**config.mk**
```make
export PLATFORM = sky130hd
export DESIGN_NAME = mul_share_arbiter_flat
export DESIGN_NICKNAME = d
export VERILOG_FILES = /design/src/rtl/mul_arb_pkg.sv /design/src/rtl/mul_share_arbiter_if.sv /design/src/rtl/mul_share_arbiter_rr_pick.sv /design/src/rtl/mul_share_arbiter.sv /design/src/flat_wrapper.sv
export SDC_FILE = /design/constraint.sdc
export NUM_CORES = 1
export LEC_CHECK = 0
export CORE_ASPECT_RATIO = 1.4
export CORE_MARGIN = 2
export CORE_UTILIZATION = 24
export DETAILED_ROUTE_END_ITERATION = 8
export GPL_ROUTABILITY_DRIVEN = 0
export PLACE_DENSITY = 0.59
export SKIP_CTS_REPAIR_TIMING = 1
export SYNTH_ARGS = -nofsm -noshare
export SYNTH_HDL_FRONTEND = slang
export SYNTH_SLANG_ARGS = --single-unit
```
**constraint.sdc**
```tcl
create_clock -name clk -period 2.7 [get_ports clk]
set_input_delay 0.405 -clock clk [delete_from_list [all_inputs] [get_ports clk]]
set_output_delay 0.405 -clock clk [all_outputs]
set_load 0.005 [all_outputs]
```
**src/rtl/mul_arb_pkg.sv**
```systemverilog
// Shared types and widths for the multiplier-sharing arbiter.
package mul_arb_pkg;

  localparam int MUL_W       = 32;
  localparam int PROD_W      = 64;
  localparam int DEF_TIMEOUT = 40;

  typedef enum logic [2:0] {
    IDLE,
    CLEAR,
    START,
    WAIT,
    DONE
  } state_t;

endpackage

```
**src/rtl/mul_share_arbiter_if.sv**
```systemverilog
// Requester and multiplier signals of the arbiter. The slave modport is the arbiter's
// view; master is the surrounding requesters plus the multiplier.
interface mul_share_arbiter_if
  import mul_arb_pkg::*;
#(
  parameter int N_REQ = 2
) ();

  logic [N_REQ-1:0]       req;
  logic [N_REQ*MUL_W-1:0] opa;
  logic [N_REQ*MUL_W-1:0] opb;
  logic [N_REQ-1:0]       rsp_valid;
  logic [PROD_W-1:0]      rsp_product;
  logic                   rsp_err;
  logic                   busy;
  logic [MUL_W-1:0]       mul_mcand;
  logic [MUL_W-1:0]       mul_mplier;
  logic                   mul_run;
  logic                   mul_reset;
  logic                   mul_ready;
  logic [PROD_W-1:0]      mul_product;

  modport slave (
    input  req, opa, opb, mul_ready, mul_product,
    output rsp_valid, rsp_product, rsp_err, busy,
           mul_mcand, mul_mplier, mul_run, mul_reset
  );

  modport master (
    output req, opa, opb, mul_ready, mul_product,
    input  rsp_valid, rsp_product, rsp_err, busy,
           mul_mcand, mul_mplier, mul_run, mul_reset
  );

endinterface

```
**src/rtl/mul_share_arbiter_rr_pick.sv**
```systemverilog
// Combinational round-robin pick: first set request at or after the pointer, wrapping.
module rr_pick #(
  parameter int N_REQ = 2,
  parameter int ID_W  = 1
) (
  input  logic [N_REQ-1:0] i_req,
  input  logic [ID_W-1:0]  i_ptr,
  output logic             o_valid,
  output logic [ID_W-1:0]  o_id
);

  // Outer loop runs from the farthest offset down, so the nearest hit is written last.
  always_comb begin
    o_valid = 1'b0;
    o_id    = '0;
    for (int k = N_REQ - 1; k >= 0; k--) begin
      for (int i = 0; i < N_REQ; i++) begin
        if (i_req[i] && (i == ((int'(i_ptr) + k) % N_REQ))) begin
          o_valid = 1'b1;
          o_id    = ID_W'(i);
        end
      end
    end
  end

endmodule

```
**src/rtl/mul_share_arbiter.sv**
```systemverilog
// Shares one sequential shift-add multiplier between N_REQ requesters with round-robin
// grant, clear/run sequencing, a WAIT watchdog and a one-hot completion pulse.
//
//   state | meaning
//   IDLE  | multiplier released, waiting for any request
//   CLEAR | mul_reset high for one cycle, operands already latched
//   START | mul_run high for one cycle, stale mul_ready ignored
//   WAIT  | counting until mul_ready or watchdog expiry
//   DONE  | rsp_valid pulse to the granted requester
module mul_share_arbiter
  import mul_arb_pkg::*;
#(
  parameter int N_REQ   = 2,
  parameter int TIMEOUT = DEF_TIMEOUT
) (
  input logic                clk,
  input logic                rst,
  mul_share_arbiter_if.slave bus
);

  localparam int                CNT_W    = $clog2(TIMEOUT + 1);
  localparam int                ID_W     = (N_REQ > 1) ? $clog2(N_REQ) : 1;
  localparam logic [N_REQ-1:0]  ONE_HOT0 = N_REQ'(1);
  localparam logic [ID_W-1:0]   LAST_ID  = ID_W'(N_REQ - 1);
  localparam logic [CNT_W-1:0]  CNT_MAX  = CNT_W'(TIMEOUT);

  state_t              r_state;
  logic [ID_W-1:0]     r_ptr;
  logic [ID_W-1:0]     r_id;
  logic [CNT_W-1:0]    r_cnt;
  logic [MUL_W-1:0]    r_mcand;
  logic [MUL_W-1:0]    r_mplier;
  logic                r_run;
  logic                r_mreset;
  logic                r_busy;
  logic [N_REQ-1:0]    r_rsp_valid;
  logic [PROD_W-1:0]   r_rsp_product;
  logic                r_rsp_err;

  logic                w_valid;
  logic [ID_W-1:0]     w_id;
  logic [N_REQ-1:0]    w_onehot;

  rr_pick #(
    .N_REQ (N_REQ),
    .ID_W  (ID_W)
  ) u_rr_pick (
    .i_req   (bus.req),
    .i_ptr   (r_ptr),
    .o_valid (w_valid),
    .o_id    (w_id)
  );

  assign w_onehot = ONE_HOT0 << r_id;

  always_ff @(posedge clk or negedge rst) begin
    if (!rst) begin
      r_state       <= IDLE;
      r_ptr         <= '0;
      r_id          <= '0;
      r_cnt         <= '0;
      r_mcand       <= '0;
      r_mplier      <= '0;
      r_run         <= 1'b0;
      r_mreset      <= 1'b1;
      r_busy        <= 1'b0;
      r_rsp_valid   <= '0;
      r_rsp_product <= '0;
      r_rsp_err     <= 1'b0;
    end else begin
      case (r_state)
        IDLE: begin
          if (w_valid) begin
            r_id     <= w_id;
            r_mcand  <= bus.opa[w_id*MUL_W +: MUL_W];
            r_mplier <= bus.opb[w_id*MUL_W +: MUL_W];
            r_mreset <= 1'b1;
            r_busy   <= 1'b1;
            r_state  <= CLEAR;
          end else begin
            r_mreset <= 1'b0;
          end
        end
        CLEAR: begin
          r_mreset <= 1'b0;
          r_run    <= 1'b1;
          r_state  <= START;
        end
        START: begin
          r_run   <= 1'b0;
          r_cnt   <= '0;
          r_state <= WAIT;
        end
        WAIT: begin
          // Ready wins over the watchdog when both land in the same cycle.
          if (bus.mul_ready) begin
            r_rsp_valid   <= w_onehot;
            r_rsp_product <= bus.mul_product;
            r_rsp_err     <= 1'b0;
            r_state       <= DONE;
          end else if (r_cnt == CNT_MAX) begin
            r_rsp_valid   <= w_onehot;
            r_rsp_product <= '0;
            r_rsp_err     <= 1'b1;
            r_mreset      <= 1'b1;
            r_state       <= DONE;
          end else begin
            r_cnt <= r_cnt + 1'b1;
          end
        end
        DONE: begin
          r_rsp_valid   <= '0;
          r_rsp_product <= '0;
          r_rsp_err     <= 1'b0;
          r_mreset      <= 1'b0;
          r_busy        <= 1'b0;
          r_ptr         <= (r_id == LAST_ID) ? '0 : r_id + 1'b1;
          r_state       <= IDLE;
        end
        default: r_state <= IDLE;
      endcase
    end
  end

  assign bus.rsp_valid   = r_rsp_valid;
  assign bus.rsp_product = r_rsp_product;
  assign bus.rsp_err     = r_rsp_err;
  assign bus.busy        = r_busy;
  assign bus.mul_mcand   = r_mcand;
  assign bus.mul_mplier  = r_mplier;
  assign bus.mul_run     = r_run;
  assign bus.mul_reset   = r_mreset;

endmodule
```
**src/flat_wrapper.sv**
```systemverilog
// flat-port wrapper written by rule: the top's interface ports become plain ports
module mul_share_arbiter_flat import mul_arb_pkg::*;
#(
  parameter int N_REQ   = 2,
  parameter int TIMEOUT = DEF_TIMEOUT
)
  (clk, rst, bus_req, bus_opa, bus_opb, bus_mul_ready, bus_mul_product, bus_rsp_valid, bus_rsp_product, bus_rsp_err, bus_busy, bus_mul_mcand, bus_mul_mplier, bus_mul_run, bus_mul_reset);
  mul_share_arbiter_if #(.N_REQ(N_REQ)) bus_i ();
  input logic clk;
  input logic rst;
  input wire logic [$bits(bus_i.req)-1:0] bus_req;
  input wire logic [$bits(bus_i.opa)-1:0] bus_opa;
  input wire logic [$bits(bus_i.opb)-1:0] bus_opb;
  input wire logic [$bits(bus_i.mul_ready)-1:0] bus_mul_ready;
  input wire logic [$bits(bus_i.mul_product)-1:0] bus_mul_product;
  output wire logic [$bits(bus_i.rsp_valid)-1:0] bus_rsp_valid;
  output wire logic [$bits(bus_i.rsp_product)-1:0] bus_rsp_product;
  output wire logic [$bits(bus_i.rsp_err)-1:0] bus_rsp_err;
  output wire logic [$bits(bus_i.busy)-1:0] bus_busy;
  output wire logic [$bits(bus_i.mul_mcand)-1:0] bus_mul_mcand;
  output wire logic [$bits(bus_i.mul_mplier)-1:0] bus_mul_mplier;
  output wire logic [$bits(bus_i.mul_run)-1:0] bus_mul_run;
  output wire logic [$bits(bus_i.mul_reset)-1:0] bus_mul_reset;
  assign bus_i.req = bus_req;
  assign bus_i.opa = bus_opa;
  assign bus_i.opb = bus_opb;
  assign bus_i.mul_ready = bus_mul_ready;
  assign bus_i.mul_product = bus_mul_product;
  assign bus_rsp_valid = bus_i.rsp_valid;
  assign bus_rsp_product = bus_i.rsp_product;
  assign bus_rsp_err = bus_i.rsp_err;
  assign bus_busy = bus_i.busy;
  assign bus_mul_mcand = bus_i.mul_mcand;
  assign bus_mul_mplier = bus_i.mul_mplier;
  assign bus_mul_run = bus_i.mul_run;
  assign bus_mul_reset = bus_i.mul_reset;
  mul_share_arbiter #(.N_REQ(N_REQ), .TIMEOUT(TIMEOUT)) u_core (.clk(clk), .rst(rst), .bus(bus_i));
endmodule
```
# Yosys cells after proc, flatten, opt, wreduce, memory -nomap -nowiden
# Cells that the tools add are included.
# word_totals
ff_bits	145
latchBits	0
ramBits	0
mem_bits_ro	0
in_bits	197
out_inout_bits	134
elab_cells	79
memories	0
# op_classes
addsub	3
n_mul	0
n_div	0
order_cmp	0
n_eq_ne	11
shift	3
n_mux	30
n_bitwise	1
reduce_logical	19
# ops
operator	n
two-way mux 64 bit	2
one-hot mux 64 bit (2 select lines)	1
variable part select 64 x 7 -> 32 bit	2
logical NOT 32 bit	2
two-way mux 1 bit	13
two-way mux 6 bit	2
one-hot mux 3 bit (4 select lines)	1
one-hot mux 6 bit (2 select lines)	1
two-way mux 3 bit	3
AND reduction 2 bit	4
nonzero test 2 bit	4
adder 6 x 1 -> 6 bit, second input constant	1
== test 3 x 2 -> 1 bit, second input constant	2
== test 6 bit, second input constant	1
inequality test 2 bit, second input constant	3
one-hot mux 1 bit (2 select lines)	3
AND reduction 3 bit	2
logical AND 1 bit	4
two-way mux 2 bit	2
one-hot mux 2 bit (2 select lines)	1
== test 3 x 1 -> 1 bit, second input constant	1
== test 3 bit, second input constant	1
logical NOT 3 bit	1
inequality test 3 x 2 -> 1 bit, second input constant	1
other kinds (8)	9

# Logic depth before layout (Yosys ltp)
# logic_depth
depth_word	10
mapped_depth	8
depth_no_buf	6

# Modules after synthesis
# A second synthesis with hierarchy kept.
# hier_totals
cells_unflattened	519
area_unflattened_um2	6119.6
# by_module_without_submodules
mod	n_inst	cells_each	area_each_um2	seq_area_each_um2
mul_share_arbiter	1	516	6102.1	3629.7
rr_pick	1	3	17.5	0.0

# Worst setup path before layout
# Ideal clock, no wire load.
# synth_timing
path_kind	register to register
startpoint	reg u_core.r_cnt[0]
endpoint	reg u_core.r_rsp_valid[0], in the netlist u_core.bus.rsp_valid[0]
setup_ns	0.125
t_arrival_ns	1.587
setup_slack_ns	0.988
stages_incl_launch_ff	8
path_buffers	1
period_less_slack_ns	1.712
cell_sequence	dfrtp_1 inv_1 ha_1 and4bb_1 a21oi_2 o21ai_1 buf_2 mux2_2
# synth_between
elab_chain_cells	3
# synth_lines
element	line_no	source
from (decl)	mul_share_arbiter.sv:30	logic [CNT_W-1:0] r_cnt;
from (signal assigned)	mul_share_arbiter.sv:108	r_cnt <= r_cnt + 1'b1;
== test 6 bit	mul_share_arbiter.sv:101	end else if (r_cnt == CNT_MAX) begin
inequality test 3 x 2 -> 1 bit (no line)	n/a	
AND reduction 2 bit (no line)	n/a	
to (signal assigned)	mul_share_arbiter.sv:97	r_rsp_valid <= w_onehot;
to (signal assigned)	mul_share_arbiter.sv:102	r_rsp_valid <= w_onehot;
to (decl)	mul_share_arbiter.sv:36	logic [N_REQ-1:0] r_rsp_valid;
# Every way passes these cells.
# A chain may end at the register's enable or synchronous reset.

# Worst setup path in the final report
# layout_timing
startpoint	reg u_core.r_cnt[0]
endpoint	reg u_core.r_rsp_product[40], in the netlist u_core.bus.rsp_product[40]
# layout_between
elab_chain_cells	3
# layout_lines
element	line_no	source
== test 6 bit	mul_share_arbiter.sv:101	
inequality test 3 x 2 -> 1 bit (no line)	n/a	
AND reduction 2 bit (no line)	n/a	
to (signal assigned)	mul_share_arbiter.sv:98	r_rsp_product <= bus.mul_product;
to (decl)	mul_share_arbiter.sv:37	logic [PROD_W-1:0] r_rsp_product;
# Every way passes these cells.

==> metrics.csv <==
stage,metric,value,unit
worst_setup_path,critPathTopFamily,compound AO/OA/AOI/OAI gates,
hold_path,holdPathEnd,u_core.bus.rsp_err,
logic_synthesis,ys_ff_latch,145,
clock_tree,cts_tree,built,
worst_setup_path,cp_max_fo,19,
final_layout,finalInstanceArea,10900,um2
route,vias,5812,
worst_setup_path,end_kind,flop,
power,p_leak,0.00481,uW
logic_synthesis,async_reset_ff_share,100,%
route,ant_nets,0,
die,pin_count,331,
hold_path,hold_start,bus_mul_ready,
logic_synthesis,synthDistinctLibCells,40,
route,wl_per_cell,15.2,um
final_layout,fin_cells,1338,
logic_synthesis,yosysSeqAreaShare,55.7,%
route,post_drt_via_cell_ratio,4.34,
worst_setup_path,critical_path_class,flop to flop,
final_layout,fin_nets,1159,
sta,tns,0,ns
logic_synthesis,yosys_warnings,0,
route,drt_iter0_drc,220,
worst_setup_path,regToRegStartpoint,u_core.r_cnt[0],
sta,hold_ws,0.256,ns
logic_synthesis,syn_nets,845,
logic_synthesis,syn-cell-area,6520,um2
die,die-area,28500,um2
final_layout,area_growth,67.2,%
worst_setup_path,critPathSlowestCell,dfrtp_1,
logic_synthesis,yosysTopAreaCell,dfrtp_1,
worst_setup_path,cp_num_buf_inv,2,
die,rows,71,
clock_tree,clock_sinks,145,
worst_setup_path,start_kind,flop,
final_layout,fin_util,40.6,%
route,routed.top_layer,met4,
global_route,grt_pass1_wl,31.7,mm
worst_setup_path,critPathRequiredTime,2.99,ns
route,wl_met1,8.15,mm
route,firstDrtPassIters,4,
place,place_hpwl,14.5,mm
route,wl_met2,10.0,mm
sta,hold_viol,0,
outcome,status,completed,
global_route,antenna_found_initial,0,
die,die_x,143,um
sta,fin_crit_sh,73.2,%
global_route,grt_usage,14.4,%
global_route,gr-total-overflow,0,
clock_tree,cts_buffers,17,
logic_synthesis,synth_top_area_share,55.3,%
sta,drv_slew,0,
final_layout,diodes,0,
logic_synthesis,synth_edf_count,0,
power,powerDensity,992,nW/um2
global_route,grt_max_degree,69,
clock_tree,insertion_delay,0.42,ns
sta,slew_headroom,49.3,%
sta,worstMarginPinSlew,0.761,ns
logic_synthesis,ys_top_cells_by_count,"144 x dfrtp_1, 72 x nand2_1, 70 x inv_1",
logic_synthesis,synthTopCellsByArea,"dfrtp_1 55%, mux2i_1 10%, nand4_1 6.1%",
global_route,grt_pass1_vias,5937,
power,ir_worst_vdd,0.409,mV
worst_setup_path,cp-startpoint,u_core.r_cnt[0],
logic_synthesis,syn_avg_cell_area,10.1,um2
sta,fmax,0.506,GHz
clock_tree,htreeDepth,4,
clock_tree,path_clk_slew,0.06,ns
worst_setup_path,r2r_cells,7,
worst_setup_path,arrival,2.26,ns
run,maxCapViolations,0,
die,core_area,26800,um2
clock_tree,root_buffer,clkbuf_16,
hold_path,hold-path-cell-count,2,
hold_path,hold_path_class,primary input to flop,
logic_synthesis,synth.most_common_cell,dfrtp_1,
clock_tree,clk_path_buf_depth,2,
route,drt_wl_total,20.4,mm
final_layout,final_layout_size_suffix_gt1_share,7.09,%
sta,rsz0062_at_grt,false,
worst_setup_path,crit_chain,inv_1 -> ha_1 -> and4bb_1 -> a21oi_2 -> o21ai_4 -> buf_4 -> o21ai_0,
final_layout,nFillCells,2674,
place,numPlacedInstances,1305,
place,placed_area,10300,um2
sta,period_needed,1.98,ns
die,die_h,199,um
route,wl_met3,1.82,mm
sta,fin_skew,0.0102,ns
die,initial_core_util,24.3,%
logic_synthesis,synthCells,646,
worst_setup_path,timing.rr.end,u_core.bus.rsp_product[40],
worst_setup_path,r2r_setup_slack,0.72,ns
logic_synthesis,synth_ff_type,dfrtp_1,
sta,finalSetupViolations,0,
place,port_buffers,330,
route,drc,0,
worst_setup_path,cpPeakStageDelay,0.42,ns
## cells by family after synthesis
kind of cell	synth area share, %
buf+inv	8.52
mux	10.2
simple gates	12.2
compound gates	12.9
flops	55.7
xor+xnor	0.134
fa+ha+maj	0.384
## state kept, by name, summed over array words and instances (netlist names)
name and flops:
u_core.bus.rsp_product 64, u_core.bus.mul_mcand 32, u_core.bus.mul_mplier 32, u_core.r_cnt 6, u_core.r_state 3, u_core.bus.rsp_valid 2, u_core.bus.busy 1, u_core.bus.mul_reset 1
u_core.bus.mul_run 1, u_core.bus.rsp_err 1, u_core.r_id 1, u_core.r_ptr 1
## worst max path at each step
stage                                             to  slack, ns  cells past startpoint
after floorplan              u_core.bus.rsp_valid[0]       0.99                      7
after global placement     u_core.bus.mul_mplier[20]       0.46                      6
after detailed placement   u_core.bus.mul_mplier[20]       0.39                      6
after CTS                 u_core.bus.rsp_product[40]       0.66                      7
after global routing      u_core.bus.rsp_product[40]       0.52                      7
final                     u_core.bus.rsp_product[40]       0.72                      7
## worst reg2reg max path: cells and delay by family (launching register included)
| family | cells | cell delay, ns |
|---|---|---|
| AOI/OAI and AO/OA | 3 | 0.65 |
| adders and majority gates | 1 | 0.13 |
| and+or+nand+nor | 1 | 0.25 |
| buffers and inverters | 2 | 0.40 |
| DFF | 1 | 0.42 |
## stage by stage
step	total power [uW]	worst slack [ns]
after floorplan	5580	0.988
after CTS	11000	0.662
after global routing	11600	0.525
after global placement	8300	0.462
after detailed placement	8360	0.393
final	10800	0.724
## placed cells by master (no fill, tap or decap), types with 2 or more instances in the layout
cell type	instances
a21o_1	3
a21oi_1	3
a31oi_1	2
buf_12	9
buf_4	8
bufinv_16	4
clkbuf_16	17
clkbuf_8	2
clkdlybuf4s50_1	328
clkinv_4	2
clkinvlp_4	4
dfrtp_1	144
ha_1	2
inv_1	70
mux2i_1	65
nand2_1	71
nand3_1	2
nand4_1	64
nor2_1	6
nor2b_1	2
o21ai_0	66
o21ai_1	59
o21ai_2	10
o21ai_4	2
## area by class of cell
class	count	area [um2]	share of cell area, %
tap	365	457	4.19
clock inverter	12	181	1.66
clock buffer	20	457	4.19
timing repair buffer	348	3550	32.6
sequential	145	3630	33.3
multi-input combinational	378	2360	21.7
inverter	70	263	2.41
## per-layer routing
layer  vias to the layer above  global-route usage, %
met5                         -                      0
met4                         0                   4.58
met3                        16                   5.25
met2                       262                   24.8
met1                      2682                   16.5
li1                       2852                      -
## power by group
group	total [uW]	switching [uW]	internal [uW]	leakage (uW)
clock network	2560	962	1600	0.000299
registers	3730	576	3160	0.00182
logic	4510	1940	2580	0.00270
total	10800	3470	7340	0.00481
Power figures use the tool's default switching activity.
